<file path="src/rtl/mini_core_mem_req_q.sv">
// -----------------------------------------------------------------------------
// mini_core_mem_req_q
//   Request queue between the mini_core memory stage (Q103H) and the memory
//   fabric. Holds up to DEPTH legal requests in order. Each request's address
//   is decoded into a region (I_MEM / D_MEM) when the request is accepted.
//   Legal requests drain over a valid/ready link, and the number of reads in
//   flight is capped at MAX_RD_OUTST. Illegal requests are dropped and reported
//   as access faults.
//
// Ports
//   Clk, RstN         core clock, asynchronous active-low reset
//   ReqValidQ103H     in   core request valid
//   Core2MemReqQ103H  in   {WrData[31:0], Address[31:0], WrEn, RdEn, ByteEn[3:0]}
//   ReqReadyQ103H     out  queue can accept this cycle (depends on state only)
//   MemReqValid       out  head request presented to fabric
//   MemReq            out  head request
//   MemReqRegion      out  head region: 00 I_MEM, 01 D_MEM
//   MemReqReady       in   fabric accepts head
//   MemRspValid       in   one read response returned
//   RdOutstanding     out  reads issued minus responses received
//   FaultValid        out  one-cycle pulse: illegal request dropped
//   FaultAddr         out  address of the last dropped request
//   FaultCnt          out  saturating count of dropped requests
// -----------------------------------------------------------------------------
module mini_core_mem_req_q #(
    parameter int unsigned DEPTH        = 4,
    parameter int unsigned MAX_RD_OUTST = 2
) (
    input  logic        Clk,
    input  logic        RstN,
    input  logic        ReqValidQ103H,
    input  logic [69:0] Core2MemReqQ103H,
    output logic        ReqReadyQ103H,
    output logic        MemReqValid,
    output logic [69:0] MemReq,
    output logic [1:0]  MemReqRegion,
    input  logic        MemReqReady,
    input  logic        MemRspValid,
    output logic [3:0]  RdOutstanding,
    output logic        FaultValid,
    output logic [31:0] FaultAddr,
    output logic [7:0]  FaultCnt
);

    localparam int unsigned PW = $clog2(DEPTH);

    typedef struct packed {
        logic [31:0] wr_data;
        logic [31:0] address;
        logic        wr_en;
        logic        rd_en;
        logic [3:0]  byte_en;
    } req_t;

    typedef enum logic [1:0] {
        REGION_IMEM = 2'b00,
        REGION_DMEM = 2'b01
    } region_e;

    // Entry storage is intentionally not reset.
    req_t    req_mem    [DEPTH];
    region_e region_mem [DEPTH];

    logic [PW-1:0] wr_ptr_q, wr_ptr_d;
    logic [PW-1:0] rd_ptr_q, rd_ptr_d;
    logic [PW:0]   count_q,  count_d;
    logic [3:0]    rd_outst_q, rd_outst_d;
    logic          fault_valid_q, fault_valid_d;
    logic [31:0]   fault_addr_q,  fault_addr_d;
    logic [7:0]    fault_cnt_q,   fault_cnt_d;

    req_t    in_req;
    region_e in_region;
    logic    in_none;
    logic    in_illegal;
    logic    accept;
    logic    push;
    logic    pop;
    logic    empty;
    logic    head_rd_blocked;
    logic    rsp_eff;
    req_t    head;

    assign in_req = req_t'(Core2MemReqQ103H);

    // Region decode: bits [31:17] set means beyond D_MEM; bit 16 selects D_MEM.
    always_comb begin
        in_none    = !in_req.wr_en && !in_req.rd_en;
        in_region  = in_req.address[16] ? REGION_DMEM : REGION_IMEM;
        in_illegal = !in_none &&
                     ((in_req.wr_en && in_req.rd_en) || (in_req.address[31:17] != '0));
    end

    assign ReqReadyQ103H = (count_q < (PW+1)'(DEPTH));
    assign accept        = ReqValidQ103H && ReqReadyQ103H;
    assign push          = accept && !in_none && !in_illegal;

    assign empty           = (count_q == '0);
    assign head            = req_mem[rd_ptr_q];
    assign head_rd_blocked = head.rd_en && (rd_outst_q == 4'(MAX_RD_OUTST));
    assign MemReqValid     = !empty && !head_rd_blocked;
    assign MemReq          = head;
    assign MemReqRegion    = region_mem[rd_ptr_q];
    assign pop             = MemReqValid && MemReqReady;

    // A response with nothing outstanding is ignored.
    assign rsp_eff = MemRspValid && (rd_outst_q != '0);

    always_comb begin
        wr_ptr_d      = wr_ptr_q;
        rd_ptr_d      = rd_ptr_q;
        count_d       = count_q;
        rd_outst_d    = rd_outst_q;
        fault_valid_d = 1'b0;
        fault_addr_d  = fault_addr_q;
        fault_cnt_d   = fault_cnt_q;

        if (push) begin
            wr_ptr_d = wr_ptr_q + PW'(1);
        end
        if (pop) begin
            rd_ptr_d = rd_ptr_q + PW'(1);
        end
        case ({push, pop})
            2'b10:   count_d = count_q + (PW+1)'(1);
            2'b01:   count_d = count_q - (PW+1)'(1);
            default: count_d = count_q;
        endcase

        case ({pop && head.rd_en, rsp_eff})
            2'b10:   rd_outst_d = rd_outst_q + 4'd1;
            2'b01:   rd_outst_d = rd_outst_q - 4'd1;
            default: rd_outst_d = rd_outst_q;
        endcase

        if (accept && in_illegal) begin
            fault_valid_d = 1'b1;
            fault_addr_d  = in_req.address;
            if (fault_cnt_q != '1) begin
                fault_cnt_d = fault_cnt_q + 8'd1;
            end
        end
    end

    always_ff @(posedge Clk or negedge RstN) begin
        if (!RstN) begin
            wr_ptr_q      <= '0;
            rd_ptr_q      <= '0;
            count_q       <= '0;
            rd_outst_q    <= '0;
            fault_valid_q <= 1'b0;
            fault_addr_q  <= '0;
            fault_cnt_q   <= '0;
        end else begin
            wr_ptr_q      <= wr_ptr_d;
            rd_ptr_q      <= rd_ptr_d;
            count_q       <= count_d;
            rd_outst_q    <= rd_outst_d;
            fault_valid_q <= fault_valid_d;
            fault_addr_q  <= fault_addr_d;
            fault_cnt_q   <= fault_cnt_d;
        end
    end

    always_ff @(posedge Clk) begin
        if (push) begin
            req_mem[wr_ptr_q]    <= in_req;
            region_mem[wr_ptr_q] <= in_region;
        end
    end

    assign RdOutstanding = rd_outst_q;
    assign FaultValid    = fault_valid_q;
    assign FaultAddr     = fault_addr_q;
    assign FaultCnt      = fault_cnt_q;

endmodule
</file>
<file path="config.mk">
export PLATFORM = sky130hd
export DESIGN_NAME = mini_core_mem_req_q
export DESIGN_NICKNAME = d
export VERILOG_FILES = /design/src/rtl/mini_core_mem_req_q.sv
export SDC_FILE = /design/constraint.sdc
export NUM_CORES = 1
export LEC_CHECK = 0
export BUFFER_PORTS_ARGS = -buffer_cell sky130_fd_sc_hd__clkbuf_2
export CORE_AREA = 2 2 170 172
export DETAILED_ROUTE_END_ITERATION = 6
export DIE_AREA = 0 0 172 174
export PLACE_DENSITY = 0.7
export SKIP_LAST_GASP = 1
export SLEW_MARGIN = 5
export SYNTH_ARGS = -nofsm -noshare
export SYNTH_HDL_FRONTEND = slang
export SYNTH_SLANG_ARGS = --single-unit
export TNS_END_PERCENT = 1
</file>
<file path="constraint.sdc">
create_clock -name Clk -period 3 [get_ports Clk]
set_input_delay 0.3 -clock Clk [delete_from_list [all_inputs] [get_ports Clk]]
set_output_delay 0.3 -clock Clk [all_outputs]
set_load 0.02 [all_outputs]
</file>
# Word-level counts from Yosys, hierarchy flattened
# Memory sizes are Yosys's and may differ from the RTL's.
# Cells that the tools add are included.
dict set report op_classes {
  reduce_logical 25
  mux 6
  magnitude_cmp 1
  n_eq_ne 6
  add_sub_neg 7
}
# cell count
set ops {}
lappend ops {{15-bit nonzero test} 1}
lappend ops {{1-bit logical AND} 12}
lappend ops {{8-bit by 1-bit adder with 8-bit output, second input constant} 1}
lappend ops {{8-bit != test, second input constant} 1}
lappend ops {{4-bit one-hot mux with 2 select lines} 1}
lappend ops {{1-bit logical NOT} 6}
lappend ops {{3-bit one-hot mux with 2 select lines} 1}
lappend ops {{2-bit by 1-bit adder with 2-bit output, second input constant} 2}
lappend ops {{4-bit by 1-bit adder with 4-bit output, second input constant} 1}
lappend ops {{2-bit by 1-bit equality test with 1-bit output, second input constant} 2}
lappend ops {{2-bit equality test, second input constant} 2}
lappend ops {{4-bit by 2-bit equality test with 1-bit output, second input constant} 1}
lappend ops {{1-bit two-way mux} 4}
lappend ops {{2-bit nonzero test} 2}
lappend ops {{4-bit nonzero test} 1}
lappend ops {{4-bit by 1-bit subtractor with 4-bit output, second input constant} 1}
lappend ops {{3-bit by 1-bit adder with 3-bit output, second input constant} 1}
lappend ops {{3-bit logical NOT} 1}
lappend ops {{3-bit less-than comparator, second input constant} 1}
lappend ops {{3-bit by 1-bit subtractor with 3-bit output, second input constant} 1}
lappend ops {{2-bit AND reduction} 1}
lappend ops {{1-bit logical OR} 1}
dict set report totals {
  out_inout_bits 119
  register_bits 52
  n_memories 2
  inputBits 75
  ram_bits 284
}
# name words word_bits rd rd_clocked_by_memory_dff write_ports line
set mem_list {}
lappend mem_list {req_mem 4 70 1 0 1 61} ;# req_t req_mem [DEPTH];
lappend mem_list {region_mem 4 1 1 0 1 62} ;# region_e region_mem [DEPTH];

# Longest topological paths before layout
dict set report depth {
  ltp_word 8
  ltp_mapped 13
  mapped_depth_nobuf 11
}

# Least setup slack after synthesis
# No wires, ideal clock.
dict set report synth_path {
  kind {input-to-reg}
  startpoint {input Core2MemReqQ103H[32]}
  endpoint {memory req_mem[0][0] (netlist bit) (enable)}
  setup_ns 0.436
  cell_stages 4
  path_slack_ns -0.234
  n_path_buf 0
  arrival_time_ns 2.798
  cell_sequence {nor4_1 nand4_1 nor4_1 and3_1}
}
dict set report synth_between {
  elab_chain_cells 7
}
# item line
set synth_lines {}
lappend synth_lines {{start: declaration} 32} ;# input logic [69:0] Core2MemReqQ103H,
lappend synth_lines {{15-bit nonzero test} 91} ;# ((in_req.wr_en && in_req.rd_en) || (in_req.address[31:17] != '0));
lappend synth_lines {{1-bit logical OR} 91}
lappend synth_lines {{1-bit logical AND} 90} ;# in_illegal = !in_none &&
lappend synth_lines {{1-bit logical NOT} 96} ;# assign push = accept && !in_none && !in_illegal;
lappend synth_lines {{1-bit logical AND} 96}
lappend synth_lines {{1-bit two-way mux} 166} ;# if (push) begin
lappend synth_lines {{1-bit two-way mux (implied by the code)} 167} ;# req_mem[wr_ptr_q] <= in_req;
lappend synth_lines {{end: declaration} 61}
# No other way between the ends.

# Final worst setup path
dict set report layout_path {
  startpoint {register rd_ptr_q[1]}
  endpoint {output MemReq[57]}
}
dict set report layout_between {
  elab_chain_cells 1
}
# item line
set layout_lines {}
lappend layout_lines {{start: declaration} 65} ;# logic [PW-1:0] rd_ptr_q, rd_ptr_d;
lappend layout_lines {{start signal: assignment} 156} ;# rd_ptr_q <= rd_ptr_d;
lappend layout_lines {{memory 4 x 70 bit} n/a}
lappend layout_lines {{end: declaration} 35} ;# output logic [69:0] MemReq,
# No other way between the ends.

==> run summary <==
Status: complete, no violations
RR Startpoint: rd_ptr_q[0]$_DFFE_PN0P_
Ratio of cells with drive above 1 in the final layout: 45.3%
Wire per inst: 19.6 um
Unrepaired setup endpoints after global routing: false
Leakage Power: 5.53 nW
Area contributors post-synth: edfxtp_1 (68%), mux4_2 (13%), dfrtp_1 (10%)
Setup violation total in the final timing report: 0
Via count: 6039
Diodes inserted: 0
First-pass GRT wire length: 36200 um
Syn avg cell area: 22.6 um2
Critical path startpoint category: register
Placed inst area: 14000 um2
PortBufs: 192
R2r setup slk: 330 ps
Critical Path RT: 2700 ps
DP HPWL: 14200 um
CTS tree: done
Clock latency on the worst-skew pair: 500 ps
Place WS: 318 ps
Synth Cell Area: 12400 um2
Worst r2r path cells: 11
Cell area after layout: 15200 um2
DR vias/cell: 5.08
Cell type with the largest total area after synthesis: edfxtp_1
Crit path capture: MemReq[57]
#FFs+latches synth: 332
Worst setup margin: 153 ps
Die area: 29900 um2
Clk sink count: 332
Critical Path AT: 2550 ps
TNS Setup: 0 ps
DRT iter0 DRCs: 359
Area growth syn-to-layout: 22.2%
CTS root buffer: clkbuf_16
# rows: 62
Slew headroom: 53.9%
Core region area: 28200 um2
Worst clock skew: 9.63 ps
Die H: 174 um
R2r endpoint: RdOutstanding[3]$_DFFE_PN0P_
Residual DRC: 0
Die X: 172 um
FMAX: 0.351 GHz
Ys async rst share: 15.7%
Pins over their slew limit: 0
Most frequent cells in the layout: edfxtp_1 (280), clkbuf_2 (192), mux4_2 (70)
Final global-route overflow total: 0
PD cells: 909 nW/um2
Post CTS Setup Buffer Count: 0
Largest net degree at the start of global routing: 72
Clock slew at reported path FFs: 60 ps
Initial core utilization: 44.0%
Synthesis Warnings: 0
Critical Path Sink Type: primary output
Antenna violations before repair: 0
I/O Pins: 194
Hold Crit Class: in -> reg
DRT Pass-1 Iters: 6
CTS HTree Levels: 2
Filler Cell Count: 2264
Setup CP Type: reg -> out
Main synth FF type: edfxtp_1
Gr usage total: 15.8%
Final GP Congestion: 0.714
CTS Buf Count: 35
Cells after synthesis: 550
Total wire length: 23300 um
Area share of the largest cell type after synthesis: 67.7%
Netlist cell types: 34
Slew @ Worst Pin: 691 ps
Fin util: 53.7%
Clk buf depth: 3
Vias in the first global route: 6403
Worst setup startpoint: rd_ptr_q[1]$_DFFE_PN0P_
Minimum clock period: 2850 ps
Seq/Total Area, Yosys: 78.1%
Fin crit share: 94.9%
Max cap viols: 0
Final Hold Vio Count: 0
EDFF count, synth: 280
Syn_nets: 636
Crit path max fanout: 45
Max IR drop VDD: 0.658 mV
Most common cell after layout, fill and taps aside: edfxtp_1
Routed Antenna Nets: 0
Layout Nets: 866
[worst min-delay path by stage]
stage                         startpoint                       end  slack, ps  depth (start not counted)
floorplan                           RstN  FaultAddr[0]$_DFFE_PN0P_          4                          0
global placement                    RstN   FaultCnt[7]$_DFFE_PN0P_        360                          1
detailed placement                  RstN   FaultCnt[5]$_DFFE_PN0P_        360                          1
CTS                 Core2MemReqQ103H[52]  req_mem[3][52]$_DFFE_PP_        0.1                          1
global route        Core2MemReqQ103H[52]  req_mem[3][52]$_DFFE_PP_          4                          1
finish              Core2MemReqQ103H[44]  req_mem[2][44]$_DFFE_PP_         30                          1
[flip-flops by register name, indices dropped and copies added, names as in the netlist]
register	count
rd_ptr_q	2
FaultAddr	32
wr_ptr_q	2
FaultValid	1
RdOutstanding	4
req_mem	280
count_q	3
FaultCnt	8
[cell usage after synthesis (all sizes together) (2+ instances only)]
master and instances:
edfxtp 280, mux4 70, dfrtp 52, mux2 33, nand2 16, buf 15
inv 11, ha 9, xor2 9, clkbuf 8, nor3 8, xnor2 6
and3 5, nor4 4, nand3 3, nor2 3, and2 2, fa 2
mux2i 2, o21ai 2
[critical path, stage by stage (launching register included)]
cell,delay [ps]
dfrtp_4,400
buf_4,380
buf_4,640
mux4_2,430
clkbuf_2,170
[layer usage]
| layer | wire [um] | up-vias | track usage, % |
|---|---|---|---|
| met5 | 0 | - | 0 |
| met1 | 9950 | 3123 | 21.4 |
| li1 | - | 2694 | - |
| met4 | 436 | 0 | 4.03 |
| met2 | 11500 | 180 | 25.9 |
| met3 | 1480 | 42 | 3.69 |
[layout make-up]
class	instances	area [um2]	share of cell area [%]
Clock inverter	14	96.3	0.635
Timing Repair Buffer	216	1280	8.44
Multi-Input combinational cell	184	2580	17.0
Sequential cell	332	9720	64.0
Inverter	11	41.3	0.272
Tap cell	384	480	3.17
Clock buffer	48	977	6.44
[timing repair]
| item | in CTS | in global routing |
|---|---|---|
| endpoints found under the setup margin | 0 | 0 |
| resized for setup | 0 | 0 |
| endpoints found under the hold margin | 42 | 0 |
| hold buffers | 6 | 0 |
[cell families after synthesis]
logic type | Yosys count | synth area share, %
fa+ha+maj | 11 | 1.23
compound gates | 8 | 0.624
flops | 332 | 78.1
buf+inv | 34 | 1.31
other cells | 1 | 0.0302
simple gates | 44 | 1.73
xor+xnor | 15 | 1.06
mux | 105 | 15.9
[report_power, final]
| part | leakage [nW] | switching, mW | internal (mW) |
|---|---|---|---|
| Clock | 0.519 | 1.65 | 2.37 |
| Combinational | 1.87 | 2.45 | 1.78 |
| Sequential | 3.14 | 0.218 | 5.34 |
| Total | 5.53 | 4.32 | 9.49 |
[stage by stage]
step | hold WS [ps] | std cells | total power [mW]
6_report | 25.1 | 1189 | 13.8
5_1_grt | 3.64 | 1189 | 14.5
4_1_cts | 0.141 | 1189 | 14.0
3_5_place_dp | 358 | 1121 | 9.95
3_3_place_gp | 365 | 1121 | 9.91
2_1_floorplan | 4.41 | 550 | 8.62
Note: power is estimated with default switching activity, not from simulation.
